**src/rtl/filt_n.sv**
```systemverilog
// filt_n - multi-channel glitch / debounce filter.
//
// Each of WIDTH channels drives a filtered level y[k]. y[k] changes only
// after DEPTH consecutive enabled samples of i[k] disagree with it. Any
// sample that agrees with y[k] restarts that channel's run. Edges where
// en=0 neither count toward a run nor break it, so the filter can run
// from a prescaled tick.
//
// Parameters:
//   WIDTH  number of independent channels (1..32)
//   DEPTH  consecutive disagreeing samples needed to change y (1..255)
//   INIT   reset / clear value of every y bit (1-bit, replicated)
//
// Ports:
//   clk    rising-edge clock
//   rst_n  asynchronous active-low reset
//   en     sample enable
//   clr    synchronous clear to the reset state (overrides en)
//   i      raw channel inputs, already synchronous to clk
//   y      filtered levels, registered
//   rise   one-cycle pulse when y[k] goes 0->1
//   fall   one-cycle pulse when y[k] goes 1->0
//
// Build option:
//   FILT_N_EDGE_EN  when defined, rise/fall are registered edge pulses that
//                   line up with the y change. When undefined, rise/fall
//                   are tied to 0 and no edge logic exists; the ports stay
//                   so instantiations are identical in both builds.

module filt_n #(
   parameter int WIDTH = 4,
   parameter int DEPTH = 3,
   parameter bit INIT  = 1'b0
) (
   input  logic             clk,
   input  logic             rst_n,
   input  logic             en,
   input  logic             clr,
   input  logic [WIDTH-1:0] i,
   output logic [WIDTH-1:0] y,
   output logic [WIDTH-1:0] rise,
   output logic [WIDTH-1:0] fall
);

   // Run counter only has to reach DEPTH-1, so clog2(DEPTH) bits suffice.
   localparam int CW = ($clog2(DEPTH) > 1) ? $clog2(DEPTH) : 1;
   localparam logic [CW-1:0] CNT_LAST = CW'(DEPTH - 1);

   logic [WIDTH-1:0] y_nxt;
   logic [CW-1:0]    cnt     [WIDTH];
   logic [CW-1:0]    cnt_nxt [WIDTH];

   // Per-channel next state for an enabled, non-cleared edge. clr and en=0
   // are handled in the register process so this stays purely per channel.
   always_comb begin
      y_nxt = y;
      for (int k = 0; k < WIDTH; k++) begin
         cnt_nxt[k] = cnt[k];
      end
      if (en) begin
         for (int k = 0; k < WIDTH; k++) begin
            if (i[k] == y[k]) begin
               cnt_nxt[k] = '0;
            end else if (cnt[k] == CNT_LAST) begin
               y_nxt[k]   = i[k];
               cnt_nxt[k] = '0;
            end else begin
               cnt_nxt[k] = cnt[k] + CW'(1);
            end
         end
      end
   end

   always_ff @(posedge clk or negedge rst_n) begin
      if (!rst_n) begin
         y <= {WIDTH{INIT}};
         for (int k = 0; k < WIDTH; k++) begin
            cnt[k] <= '0;
         end
      end else if (clr) begin
         y <= {WIDTH{INIT}};
         for (int k = 0; k < WIDTH; k++) begin
            cnt[k] <= '0;
         end
      end else begin
         y <= y_nxt;
         for (int k = 0; k < WIDTH; k++) begin
            cnt[k] <= cnt_nxt[k];
         end
      end
   end

`ifdef FILT_N_EDGE_EN
   // y_nxt differs from y only on the edge that completes a run, so the
   // difference is exactly the set of channels changing this edge.
   logic [WIDTH-1:0] flip;
   assign flip = y_nxt ^ y;

   always_ff @(posedge clk or negedge rst_n) begin
      if (!rst_n) begin
         rise <= '0;
         fall <= '0;
      end else if (clr) begin
         rise <= '0;
         fall <= '0;
      end else begin
         rise <= flip & y_nxt;
         fall <= flip & ~y_nxt;
      end
   end
`else
   assign rise = '0;
   assign fall = '0;
`endif

endmodule

```
**config.mk**
```make
export PLATFORM = sky130hd
export DESIGN_NAME = filt_n
export DESIGN_NICKNAME = d
export VERILOG_FILES = /design/src/rtl/filt_n.sv
export SDC_FILE = /design/constraint.sdc
export NUM_CORES = 1
export LEC_CHECK = 0
export CORE_MARGIN = 2
export CORE_UTILIZATION = 40
export CTS_BUF_LIST = sky130_fd_sc_hd__clkbuf_8
export DETAILED_ROUTE_END_ITERATION = 8
export MAX_ROUTING_LAYER = met4
export PLACE_DENSITY = 0.8
export SKIP_CTS_REPAIR_TIMING = 1
export SLEW_MARGIN = 20
export SYNTH_ARGS = -nofsm -noshare
export SYNTH_HDL_FRONTEND = slang
export SYNTH_SLANG_ARGS = --single-unit
```
**constraint.sdc**
```tcl
create_clock -name clk -period 0.85 [get_ports clk]
set_input_delay 0.17 -clock clk [delete_from_list [all_inputs] [get_ports clk]]
set_output_delay 0.17 -clock clk [all_outputs]
set_load 0.005 [all_outputs]
```
==> results_dict.tcl <==
set metrics [dict create \
    clk_latency_ps 240 \
    ios 20 \
    r2r_start "y[0]" \
    drc_errors 0 \
    drtAntennaViolNets 0 \
    reg2regPathDepth 3 \
    syn_to_final_growth_pct 37.36 \
    dr.pass1.iters 2 \
    violations "negative setup slack" \
    clk_pin_slew_worst_paths_ps 50 \
    synth_cells 65 \
    ir_drop_mv 1.065 \
    ys_seq_area_share_pct 43.32 \
    power_leakage_uw 0.0005146 \
    via_count 515 \
    clockBufferDepth 2 \
    drt_wl_total_um 1268 \
    place_area_um2 844.6 \
    path_max_fanout 2 \
    fin_area_um2 952.2 \
    cap_viol_max_count 0 \
    cp.required_ps 980 \
    startpoint_type "register" \
    r2r_end "cnt[6]" \
    final-setup-viol-count 12 \
    cts_sinks 12 \
    r2r_slack_ps -170 \
    yosys_warnings 0 \
    max_freq_mhz 979.4 \
    ctsHtreeMaxLevel 1 \
    routabilityCongestion 0.6791 \
    final_nets 96 \
    cts_tree "done" \
    grt_usage_pct 14.02 \
    finalHoldViolations 0 \
    start_util_pct 41.50 \
    die-area_um2 2082 \
    die_w_um 45.63 \
    vias_per_cell 4.952 \
    cts_buffers 3 \
    switching_share_pct 21.29 \
    fillers 154 \
    drv_slew 0 \
    crit_type "reg2reg" \
    synth_cell_types 14 \
    port_buffers 11 \
    clkPwrFrac_pct 43.6 \
    pwr-share-seq_pct 43.4 \
    drt-initial-drc-count 2 \
    fin_setup_tns_ps -1275 \
    core_area_um2 1670 \
    ys_ff_latch 12 \
    grt_pass1_vias 486 \
    hold_path_class "in2async" \
    power.density_nw_per_um2 1460 \
    crit_path_end_kind "register" \
    timing.final.crit_share_pct 120.1 \
    diodes 0 \
    fp.dieH_um 45.63 \
    post_drt_wl_per_cell_um 12.19 \
    fin_worst_skew_ps 3.484 \
    min_period_ps 1021 \
    syn_avg_cell_area_um2 10.66 \
    fin_ws_ps -171.0 \
    rsz0062_at_grt "true" \
    grt_max_degree 13 \
    power.internal_uw 1094 \
    worst_ep_arrival_time_ps 1150 \
    dp_hpwl_um 927.2 \
    switchingPower_uw 295.8 \
    grt_pass1_wl_um 1966 \
    cts_root_buffer "clkbuf_8" \
    power_frac_comb_pct 13.0 \
    outcome "complete, but fails checks" \
    num_rows 15 \
    drive_gt1_share_pct 24.14 \
    grt_overflow_total 0 \
    antenna_found_initial 0 \
    netlist_area_um2 693.2 \
]
## placed cells by master, fill, tap and decap left out, drive strengths merged
cell type       n
a41o            4
dfrtp          12
nand2b          8
xor2            4
nor2b           3
dlymetal6s2s    3
clkbuf          7
buf            10
conb            8
clkdlybuf4s50   5
nor2            5
a32o            4
nor3b           4
mux2i           4
nand3b          4
inv             2
## cell usage after synthesis (all sizes together)
cell / n / area [um2]
nor3b: 4 / 30.03
a32o: 4 / 40.04
buf: 10 / 78.82
xor2: 4 / 35.03
inv: 2 / 7.510
conb: 1 / 3.750
a41o: 4 / 40.04
nor2: 5 / 18.77
nand3b: 4 / 30.03
nor2b: 3 / 18.77
dfrtp: 12 / 300.3
mux2i: 4 / 40.04
nand2b: 8 / 50.05
## final cells by class
| cell class | count | area (um2) | area share, % |
|---|---|---|---|
| multi-input cells | 48 | 362.8 | 38.11 |
| flip-flops and latches | 12 | 300.3 | 31.54 |
| clock buffers | 4 | 55.05 | 5.782 |
| repair buffers | 21 | 205.2 | 21.55 |
| inverters | 2 | 7.507 | 0.7884 |
| well taps | 17 | 21.27 | 2.234 |
## cells by family (layout without fill, tap and decap cells)
logic type / Yosys count / in the layout / share of synthesized area [%]
muxes: 4 / 4 / 5.776
xor gates and xnor gates: 4 / 4 / 5.054
buffers and inverters: 12 / 27 / 12.45
AOI/OAI and AO/OA: 8 / 8 / 11.55
DFF: 12 / 12 / 43.32
other: 1 / 8 / 0.5410
and+or+nand+nor: 24 / 24 / 21.30
## power by group through the flow
stage	Sequential [uW]	Clock, uW	Combinational (uW)
2_1_floorplan	609	0	110
3_3_place_gp	610	0	165
3_5_place_dp	612	0	171
4_1_cts	602	629	172
5_1_grt	605	658	200
6_report	603	606	181
## how the worst max path moves through the flow
stage | from | endpoint | slack, ps | cells past startpoint
global route | y[0] | cnt[6] | -190 | 3
finish | y[0] | cnt[6] | -170 | 3
global placement | clr | cnt[5] | -470 | 3
floorplan | y[0] | cnt[6] | -50 | 2
detailed placement | clr | cnt[4] | -500 | 3
CTS | y[0] | y[0] | -480 | 1
## metrics by stage
| stage | util, % | total power [uW] | hold WS, ps | setup WS (ps) | std cells |
|---|---|---|---|---|---|
| after CTS | 53.86 | 1403 | 253.3 | -476.3 | 102 |
| after detailed placement | 50.56 | 783.1 | 511.0 | -495.7 | 98 |
| after floorplan | - | 718.7 | -125.6 | -48.22 | 72 |
| after global placement | 50.56 | 775.6 | 506.7 | -474.7 | 98 |
| final | 57.00 | 1390 | 254.8 | -171.0 | 104 |
| after global routing | 57.00 | 1463 | 260.9 | -188.2 | 104 |
## sequential cells by signal (all words and copies together), names as in the netlist
signal,flops
cnt,8
y,4
## worst max-delay path, cell delays in order, from the launching register on
cell     delay, ps
dfrtp_1        380
buf_6          130
xor2_2         140
a32o_1         260
## routing by layer
metal	wire length (um)	share of wire [%]	track usage (%)
met5	0	0	-
met4	20	1.6	7.059
met3	43	3.4	3.571
met2	714	56	22.82
met1	490	39	15.75
(Power assumes the default switching activity.)
